### src/rtl/mac_seq_pkg.sv
// rtl/mac_seq_pkg.sv - state/status encodings and default sizing for the MAC sequencer
package mac_seq_pkg;

  localparam int DEPTH_DEF  = 8;
  localparam int AW_DEF     = 3;
  localparam int RD_LAT_DEF = 1;
  localparam int TO_MAX_DEF = 15;

  // Encodings double as the status code shown on the debug display.
  typedef enum logic [2:0] {
    S_IDLE  = 3'd0,
    S_CLR   = 3'd1,
    S_READ  = 3'd2,
    S_ISSUE = 3'd3,
    S_DRAIN = 3'd4,
    S_DONE  = 3'd5,
    S_ERR   = 3'd6
  } state_t;

endpackage

### src/rtl/mac_seq_cnt.sv
// rtl/mac_seq_cnt.sv - loadable down-counter with zero flag
module mac_seq_cnt #(
  parameter int W = 4
) (
  input  logic         clk,
  input  logic         rst,
  input  logic         load,
  input  logic         dec,
  input  logic [W-1:0] load_val,
  output logic         zero
);

  logic [W-1:0] count;

  always_ff @(posedge clk or posedge rst) begin
    if (rst) begin
      count <= '0;
    end else if (load) begin
      count <= load_val;
    end else if (dec && (count != '0)) begin
      count <= count - 1'b1;
    end
  end

  assign zero = (count == '0);

endmodule

### src/rtl/mac_seq_ctrl.sv
// rtl/mac_seq_ctrl.sv - walks operand SRAMs and hands operand pairs to the FP MAC
// Optional watchdog and ERR state are built when MAC_SEQ_TIMEOUT_EN is defined.
module mac_seq_ctrl
  import mac_seq_pkg::*;
#(
  parameter int DEPTH  = DEPTH_DEF,
  parameter int AW     = AW_DEF,
  parameter int RD_LAT = RD_LAT_DEF
`ifdef MAC_SEQ_TIMEOUT_EN
  ,
  parameter int TO_MAX = TO_MAX_DEF
`endif
) (
  input  logic          clk,
  input  logic          rst,
  input  logic          start,
  input  logic          abort,
  output logic          sram_cs_n,
  output logic          sram_oe_n,
  output logic [AW-1:0] sram_addr,
  output logic          acc_clr,
  output logic          op_valid,
  input  logic          op_ready,
  output logic          op_last,
  input  logic          mac_idle,
  output logic          busy,
  output logic          done,
  output logic          err,
  output logic [2:0]    state_code
);

  localparam int LW = (RD_LAT > 1) ? $clog2(RD_LAT) : 1;
  localparam logic [AW-1:0] LAST = AW'(DEPTH - 1);

  state_t        st, nxt;
  logic [AW-1:0] addr_nxt;
  logic          lat_zero;

  // Held loaded outside READ so every READ visit starts a fresh RD_LAT count.
  mac_seq_cnt #(.W(LW)) u_lat_cnt (
    .clk      (clk),
    .rst      (rst),
    .load     (st != S_READ),
    .dec      (st == S_READ),
    .load_val (LW'(RD_LAT - 1)),
    .zero     (lat_zero)
  );

`ifdef MAC_SEQ_TIMEOUT_EN
  localparam int TW = (TO_MAX > 1) ? $clog2(TO_MAX) : 1;
  logic stall, wd_zero;

  assign stall = ((st == S_ISSUE) && !op_ready) || ((st == S_DRAIN) && !mac_idle);

  mac_seq_cnt #(.W(TW)) u_wd_cnt (
    .clk      (clk),
    .rst      (rst),
    .load     (!stall),
    .dec      (stall),
    .load_val (TW'(TO_MAX - 1)),
    .zero     (wd_zero)
  );
`endif

  always_comb begin
    nxt      = st;
    addr_nxt = sram_addr;
    case (st)
      S_IDLE:  if (start) begin nxt = S_CLR; addr_nxt = '0; end
      S_CLR:   nxt = S_READ;
      S_READ:  if (lat_zero) nxt = S_ISSUE;
      S_ISSUE: if (op_ready) begin
                 if (sram_addr == LAST) begin
                   nxt = S_DRAIN;
                 end else begin
                   nxt      = S_READ;
                   addr_nxt = sram_addr + 1'b1;
                 end
               end
      S_DRAIN: if (mac_idle) nxt = S_DONE;
      S_DONE:  begin nxt = S_IDLE; addr_nxt = '0; end
`ifdef MAC_SEQ_TIMEOUT_EN
      S_ERR:   if (start) begin nxt = S_CLR; addr_nxt = '0; end
`endif
      default: nxt = S_IDLE;
    endcase
`ifdef MAC_SEQ_TIMEOUT_EN
    if (stall && wd_zero) nxt = S_ERR;
`endif
    if (abort) begin
      nxt      = S_IDLE;
      addr_nxt = '0;
    end
  end

  // Outputs are decoded from the next state so they line up with the state register.
  always_ff @(posedge clk or posedge rst) begin
    if (rst) begin
      st        <= S_IDLE;
      sram_addr <= '0;
      sram_cs_n <= 1'b1;
      sram_oe_n <= 1'b1;
      acc_clr   <= 1'b0;
      op_valid  <= 1'b0;
      op_last   <= 1'b0;
      busy      <= 1'b0;
      done      <= 1'b0;
`ifdef MAC_SEQ_TIMEOUT_EN
      err       <= 1'b0;
`endif
    end else begin
      st        <= nxt;
      sram_addr <= addr_nxt;
      sram_cs_n <= !((nxt == S_READ) || (nxt == S_ISSUE));
      sram_oe_n <= !((nxt == S_READ) || (nxt == S_ISSUE));
      acc_clr   <= (nxt == S_CLR);
      op_valid  <= (nxt == S_ISSUE);
      op_last   <= (nxt == S_ISSUE) && (addr_nxt == LAST);
      busy      <= (nxt != S_IDLE);
      done      <= (nxt == S_DONE);
`ifdef MAC_SEQ_TIMEOUT_EN
      if (nxt == S_ERR) err <= 1'b1;
      else if (nxt == S_CLR) err <= 1'b0;
`endif
    end
  end

`ifndef MAC_SEQ_TIMEOUT_EN
  assign err = 1'b0;
`endif

  assign state_code = st;

endmodule

### config.mk
export PLATFORM = sky130hd
export DESIGN_NAME = mac_seq_ctrl
export DESIGN_NICKNAME = d
export VERILOG_FILES = /design/src/rtl/mac_seq_pkg.sv /design/src/rtl/mac_seq_cnt.sv /design/src/rtl/mac_seq_ctrl.sv
export SDC_FILE = /design/constraint.sdc
export NUM_CORES = 1
export LEC_CHECK = 0
export BUFFER_PORTS_ARGS = -buffer_cell sky130_fd_sc_hd__buf_2
export CAP_MARGIN = 20
export CORE_UTILIZATION = 45
export DETAILED_ROUTE_END_ITERATION = 12
export PLACE_DENSITY = 0.77
export RECOVER_POWER = 50
export REMOVE_ABC_BUFFERS = 1
export SYNTH_ARGS = -nofsm -noshare
export SYNTH_HDL_FRONTEND = slang
export SYNTH_SLANG_ARGS = --single-unit
### constraint.sdc
create_clock -name clk -period 2.9 [get_ports clk]
set_clock_uncertainty 0.05 [all_clocks]
set_input_delay 0.435 -clock clk [delete_from_list [all_inputs] [get_ports clk]]
set_output_delay 0.435 -clock clk [all_outputs]
set_load 0.01 [all_outputs]
# ---- Word level (Yosys, flattened, before mapping)
# Index checks and enable logic that the tools add are counted.
dict set report classes {
  add_sub_neg 2
  n_mul 0
  n_div 0
  magnitude_cmp 0
  eq_ne 12
  n_shift 0
  mux 14
  bitwise 0
  n_reduce_logical 7
}
# cell n
set ops {}
lappend ops {{3-bit two-way mux} 10}
lappend ops {{3-bit equality test, second input constant} 5}
lappend ops {{3-bit one-hot mux with 5 select lines} 1}
lappend ops {{3-bit by 2-bit equality test with 1-bit output, second input constant} 4}
lappend ops {{3-bit one-hot mux with 3 select lines} 1}
lappend ops {{3-bit by 1-bit equality test with 1-bit output, second input constant} 2}
lappend ops {{3-bit by 1-bit adder with 3-bit output, second input constant} 1}
lappend ops {{3-bit logical NOT} 1}
lappend ops {{3-bit by 2-bit inequality test with 1-bit output, second input constant} 1}
lappend ops {{3-bit nonzero test} 1}
lappend ops {{1-bit logical AND} 2}
lappend ops {{1-bit two-way mux} 2}
lappend ops {{2-bit nonzero test} 1}
lappend ops {{1-bit logical NOT} 1}
lappend ops {{1-bit logical OR} 1}
lappend ops {{1-bit subtractor, second input constant} 1}
dict set report word_totals {
  ff_bits 13
  latch_bits 0
  ram_bits 0
  romBits 0
  input_bits 6
  elab_cells 44
  n_memories 0
}

# ---- Depth between registers and ports, before layout
dict set report depth {
  ltp_word 8
  depth_mapped 5
  depth_no_buf 5
}

# ---- Modules after synthesis
# Synthesis repeated with hierarchy kept, for this count alone.
dict set report hier_totals {
  cells_unflattened 73
  area_unflattened_um2 743.2
}
# mod instances cells_per_inst area_each_um2 seq_area_each_um2
set modules_own_cells {}
lappend modules_own_cells {mac_seq_ctrl 1 68 694.4 301.5}
lappend modules_own_cells {mac_seq_cnt 1 5 48.8 25.0}

# ---- Worst setup path after synthesis
# No wires, ideal clock.
dict set report synth_path {
  path_kind {register to register}
  startpoint {reg sram_addr[0]}
  endpoint {reg op_last}
  setup_ns 0.120
  arrival_ns 1.526
  t_required_ns 2.730
  setup_slack_ns 1.204
  stages_incl_launch_ff 6
  path_buffers 0
  synth_period_minus_slack_ns 1.696
  path_cell_list {dfrtp_1 ha_1 and2_1 a22o_1 a311o_1 and3_1}
}
dict set report synth_between {
  elab_chain_cells 7
}
# item line
set synth_rtl {}
lappend synth_rtl {{start: declaration} mac_seq_ctrl.sv:20} ;# output logic [AW-1:0] sram_addr,
lappend synth_rtl {{start signal: assignment} mac_seq_ctrl.sv:113} ;# sram_addr <= addr_nxt;
lappend synth_rtl {{3-bit by 1-bit adder with 3-bit output or 3-bit equality test (tied branches)} {mac_seq_ctrl.sv:77, mac_seq_ctrl.sv:73}}
lappend synth_rtl {{3-bit two-way mux} mac_seq_ctrl.sv:73} ;# if (sram_addr == LAST) begin
lappend synth_rtl {{3-bit two-way mux} mac_seq_ctrl.sv:72} ;# S_ISSUE: if (op_ready) begin
lappend synth_rtl {{3-bit one-hot mux with 3 select lines or 3-bit one-hot mux with 5 select lines (tied branches)} mac_seq_ctrl.sv:68} ;# case (st)
lappend synth_rtl {{3-bit two-way mux} mac_seq_ctrl.sv:90} ;# if (abort) begin
lappend synth_rtl {{3-bit equality test or 3-bit by 2-bit equality test with 1-bit output (tied branches)} mac_seq_ctrl.sv:118} ;# op_last <= (nxt == S_ISSUE) && (addr_nxt == LAST);
lappend synth_rtl {{1-bit logical AND *} mac_seq_ctrl.sv:118}
lappend synth_rtl {{end signal: assignment} mac_seq_ctrl.sv:118}
lappend synth_rtl {{end: declaration} mac_seq_ctrl.sv:24} ;# output logic op_last,
# Mark *: on every way between the ends. The rest lies on a longest branch, timed or not.
# A chain may end at the register's enable or synchronous reset.

# ---- Final worst setup path
# Ends and elaborated chain as after synthesis.

==> out/metrics.yaml <==
floorplan:
  die_y_um: 40.2
  row_count: 13
  io_pins: 20
  die-area_um2: 1620
  die_w_um: 40.2
  initial_core_util_pct: 49.3
  coreArea_um2: 1330
logic_synthesis:
  synth_cells: 63
  synthFlopType: "dfrtp_1"
  syn_area_per_cell_um2: 10.4
  ys_seq_elements: 13
  synth_area_um2: 658
  ys_seq_area_share_pct: 49.6
  ys_async_sr_fraction_pct: 100
  synth.distinct_cells: 30
  ys.warnings.count: 0
  synth_edf_count: 0
global_routing:
  grt_max_degree: 14
  grt_pass1_vias: 387
  gr-total-overflow: 0
  grt_pass1_wl_mm: 1.57
  antenna_found_initial: 0
  grt.total_usage_pct: 15.4
power:
  p_leak_nw: 0.364
  p_per_area_nw_per_um2: 468
  power_w: 0.000347
  vdd_drop_max_mv: 0.270
timing:
  setup_viol: 0
  final_max_slew_viol_count: 0
  period_needed_ps: 1760
  hold_viol_final: 0
  tns_ps: 0
  fmax_ghz: 0.569
  post-route-period-util_pct: 60.6
  grt_setup_unrepaired: "no"
  hold_slack_ps: 108
setup_path:
  crit_fanout: 7
  slowest_stage: "dfrtp_1"
  crit_path_max_incr_delay_ps: 450
  path_class: "reg -> reg"
  crit_required_ps: 3020
  cp_top_family: "compound AO/OA/AOI/OAI gates"
  end_kind: "flip-flop"
  crit_arrival_ps: 1880
  startpoint_type: "flip-flop"
  critPathBufInv: 0
  crit_chain: "ha_1, and2_1, a22o_1, a311o_1, and3_1"
clock_tree:
  post_cts_resized: 0
  cts_setup_buffers: 0
  cts_tree: "built"
  cts_buffers: 3
  clk_path_buf_depth: 2
  cts_root_buf: "clkbuf_4"
  cts.sink_count: 13
  htree_levels: 1
  ctsHoldBuffers: 0
  clock_latency_ps: 270
  clkTransAtPathRegs_ps: 70
route:
  vias: 514
  routed_via_density: 5.41
  wl_mm: 1.12
  ant_nets: 0
  post_drt_wl_per_cell_um: 11.8
  drt_iter0_drc: 3
  drc_errors: 0
  firstDrtPassIters: 4
placement:
  numPortBuffers: 18
  placed_area_um2: 718
  globalplace.congestion: 0.760
  dp.cells: 91
  hpwl_um: 828
flow_run:
  cap_violations: 0
layout:
  drive_above_1_share_pct: 28.7
  finalNetCount: 88
  final_cells: 95
  multiInputGateArea_um2: 275
  regArea_um2: 327
  design_area_um2: 741
  syn2layout_area_growth_pct: 12.5
  fill_cells: 112
  antenna_cells: 0
outcome:
  status: "finished clean"
worst_hold_path:
  min_path_type: "in -> async"
final timing paths:
kind                       slack (ps)       endpoint  cells after the start       startpoint
max                              1140        op_last                      5     sram_addr[0]
min in group clk                  390  state_code[2]                      2            abort
max reg2reg                      1140        op_last                      5     sram_addr[0]
min reg2reg                       530       op_valid                      2  u_lat_cnt.count
min                               110           busy                      2              rst
max in group asynchronous        2350      sram_oe_n                      2              rst
layout make-up:
class,instances,area share [%]
Sequential cell,13,44.1
Multi-Input combinational cell,43,37.2
Timing Repair Buffer,18,11.7
Clock buffer,4,3.55
Tap cell,15,2.53
Inverter,2,1.01
layout by cell type (no fill, tap or decap):
master | netlist | routed
a211oi_2 | 1 | 1
a21oi_1 | 2 | 2
a21oi_2 | 1 | 1
a22o_1 | 1 | 1
a22oi_1 | 1 | 1
a311o_1 | 1 | 1
and2_1 | 1 | 1
and3_1 | 2 | 2
and4b_4 | 1 | 1
buf_2 | 0 | 15
clkbuf_1 | 1 | 4
clkbuf_4 | 0 | 3
conb_1 | 1 | 2
dfrtp_1 | 12 | 12
dfstp_2 | 1 | 1
ha_1 | 1 | 1
inv_1 | 2 | 2
mux2_1 | 0 | 1
mux2_2 | 2 | 1
nand2_1 | 3 | 3
nand3_1 | 2 | 2
nand4b_1 | 1 | 1
nor2_1 | 7 | 7
nor2b_1 | 1 | 1
nor3_1 | 6 | 6
nor3b_1 | 1 | 1
nor4_1 | 1 | 1
nor4b_1 | 1 | 1
o21ai_0 | 2 | 2
or3b_1 | 1 | 1
xnor2_1 | 1 | 1
synthesized netlist by cell type (2+ instances only):
master	n	share of area [%]
nor3_1	6	4.6
a21oi_1	2	1.5
dfrtp_1	12	46
buf_4	2	2.3
o21ai_0	2	1.5
buf_6	3	5.1
nand2_1	3	1.7
and3_1	2	1.9
mux2_2	2	3.4
nand3_1	2	1.5
nor2_1	7	4.0
inv_1	2	1.1
per-stage QoR:
stage	util, %	worst slack, ps
floorplan	-	1200
global placement	53.8	1220
detailed placement	53.8	1170
CTS	55.8	1150
global route	55.5	1050
finish	55.5	1140
state kept, by name, summed over array words and instances, names as in the netlist:
register / count
sram_addr: 3
state_code: 3
acc_clr: 1
busy: 1
done: 1
op_last: 1
op_valid: 1
sram_oe_n: 1
u_lat_cnt.count: 1
worst reg2reg max path, cell delays in order, from the launching register on:
cell,delay (ps)
dfrtp_1,450
ha_1,280
and2_1,200
a22o_1,230
a311o_1,260
and3_1,170
power breakdown:
| part | total, W | internal, W | switching [W] |
|---|---|---|---|
| Combinational | 0.0000402 | 0.0000159 | 0.0000243 |
| Sequential | 0.000196 | 0.000189 | 0.00000738 |
| Clock | 0.000110 | 0.0000534 | 0.0000569 |
cell families after synthesis:
kind of cell / synth area share, %
AO/OA/AOI/OAI: 10.3
XOR/XNOR: 1.33
adder cells (fa/ha/maj): 1.90
buffers and inverters: 9.12
flip-flops: 49.6
multiplexers: 3.42
other: 0.570
AND/OR/NAND/NOR: 23.8
per-layer routing:
layer | share of wire (%) | track usage (%) | up-vias
met5 | 0 | 0 | -
met3 | 4.9 | 3.33 | 3
met1 | 46 | 19.0 | 238
met2 | 47 | 23.8 | 18
li1 | - | - | 255
met4 | 1.9 | 10.0 | 0
No activity file was read; power rests on OpenSTA's default activity.
